### src/rtl/arb_pkg.sv
// Shared definitions for the memory-port arbiter slice.
//  NREQ        number of requesters sharing the port
//  SELW        width of the grantee index / mux select
//  arb_state_e arbiter FSM states
//  onehot()    index -> one-hot requester vector
package arb_pkg;

   localparam int NREQ = 4;
   localparam int SELW = 2;

   typedef enum logic {
      ARB_IDLE = 1'b0,
      ARB_BUSY = 1'b1
   } arb_state_e;

   function automatic logic [NREQ-1:0] onehot(input logic [SELW-1:0] i);
      logic [NREQ-1:0] r;
      r    = '0;
      r[i] = 1'b1;
      return r;
   endfunction

endpackage

### src/rtl/mem_port_arbiter_if.sv
// Bundle of requester-side and memory-side signals of the arbiter.
// Handshake: a requester raises req[i] and holds addr/wdata/we until it
// sees done[i] (one-cycle pulse). On the memory side mem_valid stays high
// for the whole access; the access completes in the cycle mem_ready=1.
//  master : arbiter view (drives gnt/done/rdata/sel/mem_*/timeout_err)
//  slave  : environment view (drives req/addr_i/wdata_i/we_i/mem_ready/mem_rdata)
interface mem_port_arbiter_if;
   import arb_pkg::*;

   logic [NREQ-1:0]    req;
   logic [32*NREQ-1:0] addr_i;
   logic [32*NREQ-1:0] wdata_i;
   logic [NREQ-1:0]    we_i;
   logic [NREQ-1:0]    gnt;
   logic [NREQ-1:0]    done;
   logic [31:0]        rdata;
   logic [SELW-1:0]    sel;
   logic               mem_valid;
   logic [31:0]        mem_addr;
   logic [31:0]        mem_wdata;
   logic               mem_we;
   logic               mem_ready;
   logic [31:0]        mem_rdata;
   logic               timeout_err;

   modport master (
      input  req, addr_i, wdata_i, we_i, mem_ready, mem_rdata,
      output gnt, done, rdata, sel, mem_valid, mem_addr, mem_wdata, mem_we,
             timeout_err
   );

   modport slave (
      output req, addr_i, wdata_i, we_i, mem_ready, mem_rdata,
      input  gnt, done, rdata, sel, mem_valid, mem_addr, mem_wdata, mem_we,
             timeout_err
   );

endinterface

### src/rtl/Fourmux32.sv
// Four-input 32-bit multiplexer used for address and write-data steering.
//  d0..d3 in  data inputs
//  sel    in  select
//  y      out selected input
module Fourmux32 (
   input  logic [31:0] d0,
   input  logic [31:0] d1,
   input  logic [31:0] d2,
   input  logic [31:0] d3,
   input  logic [1:0]  sel,
   output logic [31:0] y
);

   always_comb begin
      case (sel)
         2'd0:    y = d0;
         2'd1:    y = d1;
         2'd2:    y = d2;
         default: y = d3;
      endcase
   end

endmodule

### src/rtl/rr_pick4.sv
// Combinational rotating-priority picker for four requesters.
//  elig  in  eligible requesters
//  ptr   in  index holding highest priority
//  any   out at least one eligible requester
//  idx   out first eligible index scanning ptr, ptr+1, ... (mod 4)
module rr_pick4
   import arb_pkg::*;
(
   input  logic [NREQ-1:0] elig,
   input  logic [SELW-1:0] ptr,
   output logic            any,
   output logic [SELW-1:0] idx
);

   // Scan from the farthest offset down so the nearest eligible one wins.
   always_comb begin
      any = 1'b0;
      idx = ptr;
      for (int k = NREQ - 1; k >= 0; k--) begin
         if (elig[ptr + SELW'(k)]) begin
            any = 1'b1;
            idx = ptr + SELW'(k);
         end
      end
   end

endmodule

### src/rtl/mem_port_arbiter.sv
// Round-robin arbiter sharing one 32-bit memory port among 4 requesters.
// Each transaction runs IDLE -> BUSY -> IDLE; the grantee index drives the
// address / write-data muxes.
//  clk, rst_n  clock (rising edge), asynchronous active-low reset
//  bus         mem_port_arbiter_if.master (requester and memory signals)
//  dbg_state   current FSM state
// Parameters: TIMEOUT (BUSY cycle limit, >=2), RESET_PTR (priority after reset).
// Build option: define ARB_TIMEOUT_EN to abort accesses that see no
// mem_ready for TIMEOUT BUSY cycles; otherwise BUSY waits indefinitely and
// timeout_err is constant 0.
module mem_port_arbiter
   import arb_pkg::*;
#(
   parameter int TIMEOUT   = 16,
   parameter int RESET_PTR = 0
) (
   input  logic                clk,
   input  logic                rst_n,
   mem_port_arbiter_if.master  bus,
   output arb_state_e          dbg_state
);

   arb_state_e      state_q, state_d;
   logic [SELW-1:0] sel_q, sel_d;
   logic [SELW-1:0] ptr_q, ptr_d;
   logic [NREQ-1:0] done_q, done_d;
   logic [31:0]     rdata_q, rdata_d;
   logic            pick_any;
   logic [SELW-1:0] pick_idx;
   logic            abort;
   logic            busy;

   assign busy = (state_q == ARB_BUSY);

   // Masking by done keeps a requester from being re-granted in the same
   // cycle its completion pulse is visible.
   rr_pick4 u_pick (
      .elig (bus.req & ~done_q),
      .ptr  (ptr_q),
      .any  (pick_any),
      .idx  (pick_idx)
   );

`ifdef ARB_TIMEOUT_EN
   localparam int CW = $clog2(TIMEOUT);

   logic [CW-1:0] cnt_q;
   logic          terr_q;

   assign abort = busy && !bus.mem_ready && (cnt_q == CW'(TIMEOUT - 1));

   always_ff @(posedge clk or negedge rst_n) begin
      if (!rst_n) begin
         cnt_q  <= '0;
         terr_q <= 1'b0;
      end else begin
         cnt_q  <= busy ? cnt_q + 1'b1 : '0;
         terr_q <= abort;
      end
   end

   assign bus.timeout_err = terr_q;
`else
   localparam int unused_timeout = TIMEOUT;

   assign abort           = 1'b0;
   assign bus.timeout_err = 1'b0;
`endif

   always_ff @(posedge clk or negedge rst_n) begin
      if (!rst_n) begin
         state_q <= ARB_IDLE;
         sel_q   <= SELW'(RESET_PTR);
         ptr_q   <= SELW'(RESET_PTR);
         done_q  <= '0;
         rdata_q <= '0;
      end else begin
         state_q <= state_d;
         sel_q   <= sel_d;
         ptr_q   <= ptr_d;
         done_q  <= done_d;
         rdata_q <= rdata_d;
      end
   end

   always_comb begin
      state_d = state_q;
      sel_d   = sel_q;
      ptr_d   = ptr_q;
      done_d  = '0;
      rdata_d = rdata_q;
      case (state_q)
         ARB_IDLE: begin
            if (pick_any) begin
               state_d = ARB_BUSY;
               sel_d   = pick_idx;
            end
         end
         ARB_BUSY: begin
            if (bus.mem_ready) begin
               state_d = ARB_IDLE;
               done_d  = onehot(sel_q);
               rdata_d = bus.mem_rdata;
               ptr_d   = sel_q + 1'b1;
            end else if (abort) begin
               state_d = ARB_IDLE;
               done_d  = onehot(sel_q);
               rdata_d = '0;
               ptr_d   = sel_q + 1'b1;
            end
         end
         default: state_d = ARB_IDLE;
      endcase
   end

   Fourmux32 u_addr_mux (
      .d0  (bus.addr_i[31:0]),
      .d1  (bus.addr_i[63:32]),
      .d2  (bus.addr_i[95:64]),
      .d3  (bus.addr_i[127:96]),
      .sel (sel_q),
      .y   (bus.mem_addr)
   );

   Fourmux32 u_wdata_mux (
      .d0  (bus.wdata_i[31:0]),
      .d1  (bus.wdata_i[63:32]),
      .d2  (bus.wdata_i[95:64]),
      .d3  (bus.wdata_i[127:96]),
      .sel (sel_q),
      .y   (bus.mem_wdata)
   );

   assign bus.gnt       = busy ? onehot(sel_q) : '0;
   assign bus.mem_valid = busy;
   assign bus.mem_we    = bus.we_i[sel_q] & busy;
   assign bus.done      = done_q;
   assign bus.rdata     = rdata_q;
   assign bus.sel       = sel_q;
   assign dbg_state     = state_q;

endmodule

### src/flat_wrapper.sv
// flat-port wrapper written by rule: the top's interface ports become plain ports
module mem_port_arbiter_flat import arb_pkg::*;
#(
   parameter int TIMEOUT   = 16,
   parameter int RESET_PTR = 0
)
  (clk, rst_n, dbg_state, bus_req, bus_addr_i, bus_wdata_i, bus_we_i, bus_mem_ready, bus_mem_rdata, bus_gnt, bus_done, bus_rdata, bus_sel, bus_mem_valid, bus_mem_addr, bus_mem_wdata, bus_mem_we, bus_timeout_err);
  mem_port_arbiter_if bus_i ();
  input  logic clk;
  input  logic rst_n;
  output arb_state_e dbg_state;
  input wire logic [$bits(bus_i.req)-1:0] bus_req;
  input wire logic [$bits(bus_i.addr_i)-1:0] bus_addr_i;
  input wire logic [$bits(bus_i.wdata_i)-1:0] bus_wdata_i;
  input wire logic [$bits(bus_i.we_i)-1:0] bus_we_i;
  input wire logic [$bits(bus_i.mem_ready)-1:0] bus_mem_ready;
  input wire logic [$bits(bus_i.mem_rdata)-1:0] bus_mem_rdata;
  output wire logic [$bits(bus_i.gnt)-1:0] bus_gnt;
  output wire logic [$bits(bus_i.done)-1:0] bus_done;
  output wire logic [$bits(bus_i.rdata)-1:0] bus_rdata;
  output wire logic [$bits(bus_i.sel)-1:0] bus_sel;
  output wire logic [$bits(bus_i.mem_valid)-1:0] bus_mem_valid;
  output wire logic [$bits(bus_i.mem_addr)-1:0] bus_mem_addr;
  output wire logic [$bits(bus_i.mem_wdata)-1:0] bus_mem_wdata;
  output wire logic [$bits(bus_i.mem_we)-1:0] bus_mem_we;
  output wire logic [$bits(bus_i.timeout_err)-1:0] bus_timeout_err;
  assign bus_i.req = bus_req;
  assign bus_i.addr_i = bus_addr_i;
  assign bus_i.wdata_i = bus_wdata_i;
  assign bus_i.we_i = bus_we_i;
  assign bus_i.mem_ready = bus_mem_ready;
  assign bus_i.mem_rdata = bus_mem_rdata;
  assign bus_gnt = bus_i.gnt;
  assign bus_done = bus_i.done;
  assign bus_rdata = bus_i.rdata;
  assign bus_sel = bus_i.sel;
  assign bus_mem_valid = bus_i.mem_valid;
  assign bus_mem_addr = bus_i.mem_addr;
  assign bus_mem_wdata = bus_i.mem_wdata;
  assign bus_mem_we = bus_i.mem_we;
  assign bus_timeout_err = bus_i.timeout_err;
  mem_port_arbiter #(.TIMEOUT(TIMEOUT), .RESET_PTR(RESET_PTR)) u_core (.clk(clk), .rst_n(rst_n), .bus(bus_i), .dbg_state(dbg_state));
endmodule
### config.mk
export PLATFORM = sky130hd
export DESIGN_NAME = mem_port_arbiter_flat
export DESIGN_NICKNAME = d
export VERILOG_FILES = /design/src/rtl/arb_pkg.sv /design/src/rtl/mem_port_arbiter_if.sv /design/src/rtl/Fourmux32.sv /design/src/rtl/rr_pick4.sv /design/src/rtl/mem_port_arbiter.sv /design/src/flat_wrapper.sv
export SDC_FILE = /design/constraint.sdc
export NUM_CORES = 1
export LEC_CHECK = 0
export CAP_MARGIN = 5
export CORE_AREA = 2 2 158 160
export CTS_CLUSTER_DIAMETER = 200
export DETAILED_ROUTE_END_ITERATION = 6
export DIE_AREA = 0 0 160 162
export PLACE_DENSITY = 0.53
export SETUP_SLACK_MARGIN = 0.1
export SLEW_MARGIN = 5
export SYNTH_ARGS = -nofsm -noshare
export SYNTH_HDL_FRONTEND = slang
export SYNTH_SLANG_ARGS = --single-unit
### constraint.sdc
create_clock -name clk -period 1.98 [get_ports clk]
set_clock_uncertainty 0.15 [all_clocks]
set_input_delay 0.297 -clock clk [delete_from_list [all_inputs] [get_ports clk]]
set_output_delay 0.297 -clock clk [all_outputs]
set_load 0.01 [all_outputs]
* Word-level counts from Yosys, hierarchy flattened
Index checks and enable logic that the tools add are counted.
** Storage, ports and cells
- Word-level logic and storage cells :: 53
- Bits in registers :: 41
- Bits of input ports :: 299
** Operators by class
- Equality and inequality tests :: 2
- Order comparisons :: 6
- Add/subtract/negate cells :: 4
- Bitwise gates (word level) :: 4
- Reductions and logical operators :: 4
- Mux-type cells :: 28
** Operators by type and width (number)
- one-hot mux 32 bit (3 select lines) :: 2
- less-than comparator 2 x 3 -> 1 bit, second input constant :: 5
- two-way mux 1 bit :: 12
- two-way mux 4 bit :: 3
- binary-select mux 1 bit (select 2 bit) :: 5
- two-way mux 2 bit :: 4
- adder 2 x 1 -> 2 bit, second input constant :: 2
- adder 2 bit, second input constant :: 2
- bitwise AND 4 bit :: 1
- NOT 4 bit :: 1
- AND reduction 2 bit :: 2
- demux 1 bit (select 2 bit) :: 1
- == test 2 x 1 -> 1 bit, second input constant :: 1
- == test 2 bit, second input constant :: 1
- >= comparator 2 x 1 -> 1 bit, second input constant :: 1
- zero test 2 bit :: 1
- one-hot mux 1 bit (2 select lines) :: 1
- bitwise AND 1 bit :: 1
- logical AND 1 bit :: 1
- NOT 1 bit :: 1

* Logic depth before layout (Yosys ltp)
Gate-level depths: netlist (run 1).
- Depth after elaboration :: 10
- Gate-level depth with buffers :: 6
- Mapped depth without buffers :: 4

* Cells and area by module
From an unflattened synthesis (run 1), not the netlist that was laid out.
** Unflattened totals
- Cell total of the unflattened synthesis :: 202
- Area, all modules :: 3523.4 µm²
** By module, submodules not included
- mem_port_arbiter :: cells each 108, seq. area each 1026.0 µm², instances 1, area an instance 1794.2 µm²
- Fourmux32 :: cells each 39, seq. area each 0.0 µm², instances 2, area an instance 814.5 µm²
- rr_pick4 :: cells each 16, seq. area each 0.0 µm², instances 1, area an instance 100.1 µm²

* Worst setup path after synthesis (run 1)
No wires, ideal clock.
- Path type :: register to output
- Start :: reg u_core.sel_q[0], in the netlist u_core.bus.sel[0]
- End :: out bus_mem_addr[10]
- Setup slack :: -41 ps
- Arrival :: 1574 ps
- Data required time :: 1533 ps
- Stages on the path, launching flop included :: 7
- Path through :: dfrtp_1 > inv_1 > ha_1 > buf_2 > buf_2 > a222oi_1 > mux2i_1
** Between the ends
- Cells in the longest elaborated chain, start to end :: 2
- Elaborated cells on any way between the ends :: 4
** Ends and longest elaborated chain
- start: declaration :: RTL line mem_port_arbiter.sv:24 : logic [SELW-1:0] sel_q, sel_d;
- start signal: assignment :: RTL line mem_port_arbiter.sv:73 : sel_q <= SELW'(RESET_PTR);
- start signal: assignment :: RTL line mem_port_arbiter.sv:79 : sel_q <= sel_d;
- == test 2 bit (tied with other cells) :: RTL line Fourmux32.sv:15 : case (sel)
- one-hot mux 32 bit (3 select lines) * :: RTL line Fourmux32.sv:15
- end: declaration :: RTL line flat_wrapper.sv:23 : output wire logic [$bits(bus_i.mem_addr)-1:0] bus_mem_addr;
Mark *: on every way between the ends. The rest lies on a longest branch, timed or not.

* Worst setup path in the final report (run 1)
- Start :: reg u_core.sel_q[0], in the netlist u_core.bus.sel[0]
- End :: out bus_mem_addr[13]
Same word-level chain as after synthesis.

==> results of run 1 <==
kinds of logic (layout without fill, tap and decap cells):
family / count (synthesis) / count (layout) / synth area share (%)
buffers and inverters: 101 / 544 / 12.6
multiplexers: 98 / 98 / 29.8
AO/OA/AOI/OAI: 76 / 76 / 21.3
flip-flops: 41 / 41 / 29.6
AND/OR/NAND/NOR: 26 / 26 / 4.87
adder cells (fa/ha/maj): 5 / 5 / 1.80
other: 1 / 3 / 0.108
critical path, delay by kind of cell (launching register included):
family | cells | cell delay (ps)
AO/OA/AOI/OAI | 1 | 340
adder cells (fa/ha/maj) | 1 | 220
buffers and inverters | 4 | 510
flip-flops | 1 | 420
multiplexers | 1 | 120
power breakdown:
part / internal (uW) / switching, uW / total, uW
clock: 630 / 326 / 956
sequential: 1010 / 141 / 1150
combinational: 4090 / 3400 / 7500
total: 5740 / 3870 / 9610
per-layer routing:
metal | share of wire, % | vias up | routed length [um] | GRT usage [%]
li1 | - | 2237 | - | -
met1 | 39 | 2268 | 8520 | 18.6
met2 | 51 | 260 | 11200 | 29.0
met3 | 8.0 | 29 | 1750 | 3.86
met4 | 2.2 | 0 | 481 | 4.30
met5 | 0 | - | 0 | 0
final cells by class:
cell class	instances	area share, %
clock buffers	7	1.66
flip-flops and latches	41	12.0
multi-input cells	206	24.1
inverters	67	2.98
clock inverters	1	0.349
well taps	324	4.71
repair buffers	469	54.2
diodes	2	0.0582
registers in the layout (all words and copies together), names as in the netlist:
| signal | cells |
|---|---|
| u_core.bus.mem_valid | 1 |
| u_core.bus.sel | 2 |
| u_core.ptr_q | 2 |
| u_core.bus.rdata | 32 |
| u_core.bus.done | 4 |
placed cells by master, fill, tap and decap left out, types with 2 or more instances in the layout:
master	count
dlygate4sd2_1	4
buf_2	65
a222oi_1	64
o21a_1	2
buf_12	16
and3_1	4
buf_6	17
nand2b_1	2
buf_16	8
and2_1	2
inv_1	65
diode_2	2
nor2_1	3
mux2_2	6
clkdlybuf4s50_1	333
nor2b_2	2
and2_4	3
dfrtp_2	2
o21ai_0	2
inv_4	2
buf_4	22
dfrtp_1	39
mux2_1	27
nand2_1	3
clkbuf_16	5
nand2b_4	2
a221oi_1	2
ha_4	4
mux2i_1	63
path summary, 6_finish.rpt:
| path | from | end | depth (start not counted) |
|---|---|---|---|
| worst max register to register | u_core.bus.mem_valid | u_core.bus.rdata[7] | 5 |
| worst min register to register | u_core.bus.rdata[2] | u_core.bus.rdata[2] | 1 |
| worst min-delay path | rst_n | u_core.bus.rdata[28] | 2 |
| min in group clk | u_core.bus.rdata[2] | u_core.bus.rdata[2] | 1 |
| worst max-delay path | u_core.bus.sel[0] | bus_mem_addr[13] | 7 |
| max in group asynchronous | rst_n | u_core.bus.rdata[21] | 3 |
what timing repair did:
item / 4_1_cts / 5_1_grt
setup endpoints to repair: 73 / 70
gates resized for setup: 333 / 5
pin swaps: 54 / 37
cloned: 10 / 0
hold endpoints to repair: 14 / 0
hold buffers: 1 / 0
buffers inserted: 13 / 2
stage by stage:
step | std cells | setup slack (ps) | total power [uW] | instance area [um2]
after floorplan | 348 | 102 | 4160 | 3490
after global placement | 1082 | -419 | 8260 | 8190
after detailed placement | 1082 | -402 | 8240 | 8190
after CTS | 1114 | -380 | 9720 | 8590
after global routing | 1117 | -467 | 10200 | 8600
final | 1117 | -365 | 9610 | 8600
==> results.yml, run 1 <==
synth:
  synth_edf_count: 0
  ys_warn_count: 0
  synth_commonest_cells: "inv_1, a222oi_1, mux2i_1"
  ys_seq_area_share_pct: 29.6
  async_reset_ff_share_pct: 100
  synth_top_area_share_pct: 29.6
  syn_area_mm2: 0.00347
  avgSynthCellArea_um2: 9.97
  yosys.area.top_type: "dfrtp_1"
  synthFlopType: "dfrtp_1"
  syn_inst: 348
  yosysMostFrequentCell: "inv_1"
  synth_nets: 652
  synth_seq_cells: 41
  synth.area.top_cells: "dfrtp_1, a222oi_1, mux2i_1"
  yosysUniqueCellTypes: 34
pwr:
  powerDensity_mw_per_mm2: 1120
  peakVddDrop_v: 0.000543
  p_leak_uw: 0.00365
floorplan:
  start_util_pct: 14.4
  io_pins: 409
  rows: 57
  die_area_mm2: 0.0259
  die_w_um: 160
  core_mm2: 0.0241
  die_h_um: 162
clock_network:
  cts_tree: "done"
  clockBufferDepth: 2
  clk_latency_ps: 280
  root_buffer: "clkbuf_16"
  htreeDepth: 2
  cts_buffers: 5
  clkSlewWorstSetupHoldPaths_ps: 60
  numClockSinks: 41
timing:
  drv_slew: 0
  fmax_mhz: 426
  setup_tns_ps: -17610
  hold_violations: 0
  rsz0062_at_grt: "true"
  holdWs_ps: 319
  min_period_ps: 2350
  setup_viol: 66
  worst_slack_ps: -365
  fin_crit_sh_pct: 118
status:
  status: "finished with violations"
  violations: "DRC, setup timing"
layout:
  seq_area_mm2: 0.00103
  final_nets: 1094
  drive_above_1_share_pct: 20.7
  area_growth_pct: 148
  fillers: 2468
  multi_input_area_mm2: 0.00207
  fin_util_pct: 35.7
routing:
  avgRoutedWirePerCell_um: 19.7
  via_per_inst: 4.29
  drt_iter0_markers: 595
  drc: 6
  dr_total_vias: 4794
  ant_nets: 0
  wl_mm: 22.0
  dr.pass1.iters: 7
global_routing:
  overflow: 0
  grt_pass1_vias: 4891
  grt_max_degree: 32
  antenna_found_initial: 2
  track_usage_pct: 15.9
  grt_pass1_wl_mm: 31.5
critical_path:
  max_stage_delay_ps: 420
  path_class: "flop to output port"
  cp_slowest_cell: "dfrtp_2"
  crit_path_end_kind: "output port"
  critPathLaunchType: "flop"
  crit_chain: "inv_4 -> ha_4 -> buf_12 -> buf_16 -> a222oi_1 -> mux2i_1 -> buf_2"
  cp.arrival_ps: 1900
  r2r_slack_ps: 360
  cp_max_fo: 8
  cp.required_ps: 1530
placement:
  routabilityCongestion: 0.796
  port_buffers: 407
  dp_hpwl_mm: 16.8
min_path:
  hp-class: "input pin to async pin"
flow_run:
  max_cap_viol_count: 0
Power figures use the tool's default switching activity.
==> run 2: changes to the inputs <==
Settings changed: CTS_BUF_LIST set to sky130_fd_sc_hd__clkbuf_4 sky130_fd_sc_hd__clkbuf_8, PLACE_DENSITY 0.53 to not set.
==> results.yml, run 2 (synthesized netlist as in run 1, its figures left out) <==
placement:
  dp_cells: 1077
  dp_hpwl_mm: 15.9
  routabilityCongestion: 0.808
  preCtsSetupSlack_ps: -394
  port_buffers: 407
floorplan:
  die_w_um: 160
  core_mm2: 0.0241
  die_area_mm2: 0.0259
  start_util_pct: 14.4
  io_pins: 409
  rows: 57
  die_h_um: 162
critical_path:
  crit_chain: "inv_4 -> ha_4 -> buf_4 -> buf_16 -> a222oi_1 -> mux2i_1 -> buf_2"
  r2r_slack_ps: 370
  cp_slowest_cell: "dfrtp_2"
  cp_max_fo: 15
  startpoint: "u_core.bus.sel[1]"
  path_class: "flop to output port"
  max_stage_delay_ps: 440
  reg2reg_from: "u_core.bus.sel[1]"
  crit_path_end: "bus_mem_addr[3]"
  r2r_end: "u_core.bus.done[0]"
  critPathLaunchType: "flop"
  cp.arrival_ps: 1950
  cp.required_ps: 1530
  reg2reg_depth: 5
  crit_path_end_kind: "output port"
layout:
  largest_register_ffs: 32
  area_growth_pct: 148
  layout_common_cells: "clkdlybuf4s50_1, buf_2, inv_1, a222oi_1, mux2i_1"
  fillers: 2497
  final_common_cell: "clkdlybuf4s50_1"
  seq_area_mm2: 0.00103
  fin_cells: 1122
  final_nets: 1097
  drive_above_1_share_pct: 21.2
  multi_input_area_mm2: 0.00208
  fin_util_pct: 35.7
status:
  violations: "setup timing"
  status: "finished with violations"
pwr:
  p_leak_uw: 0.00367
  peakVddDrop_v: 0.000495
  power.switching_uw: 3980
  p_seq_share_pct: 11.9
  p_clk_share_pct: 7.5
  switching_share_pct: 41.1
  powerDensity_mw_per_mm2: 1130
  intPower_uw: 5710
  p_comb_share_pct: 80.6
global_routing:
  antenna_found_initial: 3
  grt_pass1_vias: 5017
  grt_pass1_wl_mm: 31.6
  track_usage_pct: 16.1
  overflow: 0
  grt_max_degree: 37
min_path:
  hp-class: "flop to flop"
  min_from: "u_core.bus.rdata[29]"
routing:
  wl_met1_mm: 8.83
  dr_wl_met3_mm: 2.01
  drc: 0
  dr.pass1.iters: 7
  dr_total_vias: 4835
  ant_nets: 0
  wl_mm: 22.4
  dr.max_layer_used: "met4"
  wl_met2_mm: 11.0
  drt_iter0_markers: 510
  via_per_inst: 4.31
  avgRoutedWirePerCell_um: 20.0
flow_run:
  max_cap_viol_count: 0
timing:
  fin_crit_sh_pct: 121
  drv_slew: 0
  fmax_mhz: 417
  min_period_ps: 2400
  worst_slack_ps: -421
  setup_viol: 68
  rsz0062_at_grt: "true"
  hold_violations: 0
clock_network:
  clkSlewWorstSetupHoldPaths_ps: 80
  numClockSinks: 41
  cts_tree: "done"
  htreeDepth: 2
  cts_buffers: 5
  clk_latency_ps: 300
  clockBufferDepth: 2
  root_buffer: "clkbuf_8"
run 2: critical path, delay by kind of cell (launching register included):
| family | cells | cell delay, ps |
|---|---|---|
| compound gates | 1 | 320 |
| fa+ha+maj | 1 | 220 |
| buf+inv | 4 | 540 |
| flops | 1 | 440 |
| mux | 1 | 120 |
run 2: cell type report:
class	count	area share (%)
clock buffer	6	0.958
antenna	4	0.116
timing repair buffer	472	54.7
tap	324	4.71
clock inverter	2	0.436
inverter	67	2.98
multi-input combinational	206	24.2
sequential	41	11.9
run 2: per-layer routing:
layer  vias up  GRT usage [%]
met2       306           27.4
met1      2248           19.8
met5         -              0
li1       2247              -
met4         0           5.24
met3        34           4.03
run 2: how the worst min path moves through the flow:
| stage | to | slack [ps] | cells past startpoint |
|---|---|---|---|
| floorplan | u_core.bus.done[0] | -150 | 0 |
| global placement | u_core.bus.rdata[6] | 130 | 1 |
| detailed placement | u_core.bus.rdata[6] | 130 | 1 |
| CTS | u_core.bus.rdata[8] | 320 | 2 |
| global route | u_core.bus.rdata[0] | 360 | 1 |
| finish | u_core.bus.rdata[29] | 340 | 1 |
run 2: timing repair:
item,4_1_cts,5_1_grt
gates resized for setup,317,10
cloned,13,1
endpoints found under the hold margin,18,0
pin swaps,47,23
endpoints found under the setup margin,70,71
hold buffers,1,0
buffers inserted,15,5
run 2: through the flow:
stage | hold slack (ps) | TNS [ps] | total power (uW) | instance area [um2]
finish | 343 | -21510 | 9690 | 8620
floorplan | -149 | 0 | 4160 | 3490
global route | 359 | -28200 | 10300 | 8610
CTS | 320 | -23600 | 9710 | 8570
detailed placement | 131 | -20700 | 8290 | 8160
global placement | 132 | -20120 | 8270 | 8160
run 2: power groups by stage:
stage	Combinational [uW]	Clock, uW	Sequential (uW)
after global routing	8310	788	1190
after global placement	7120	0	1150
after CTS	7790	757	1160
after detailed placement	7130	0	1160
after floorplan	2930	0	1230
final	7810	724	1160
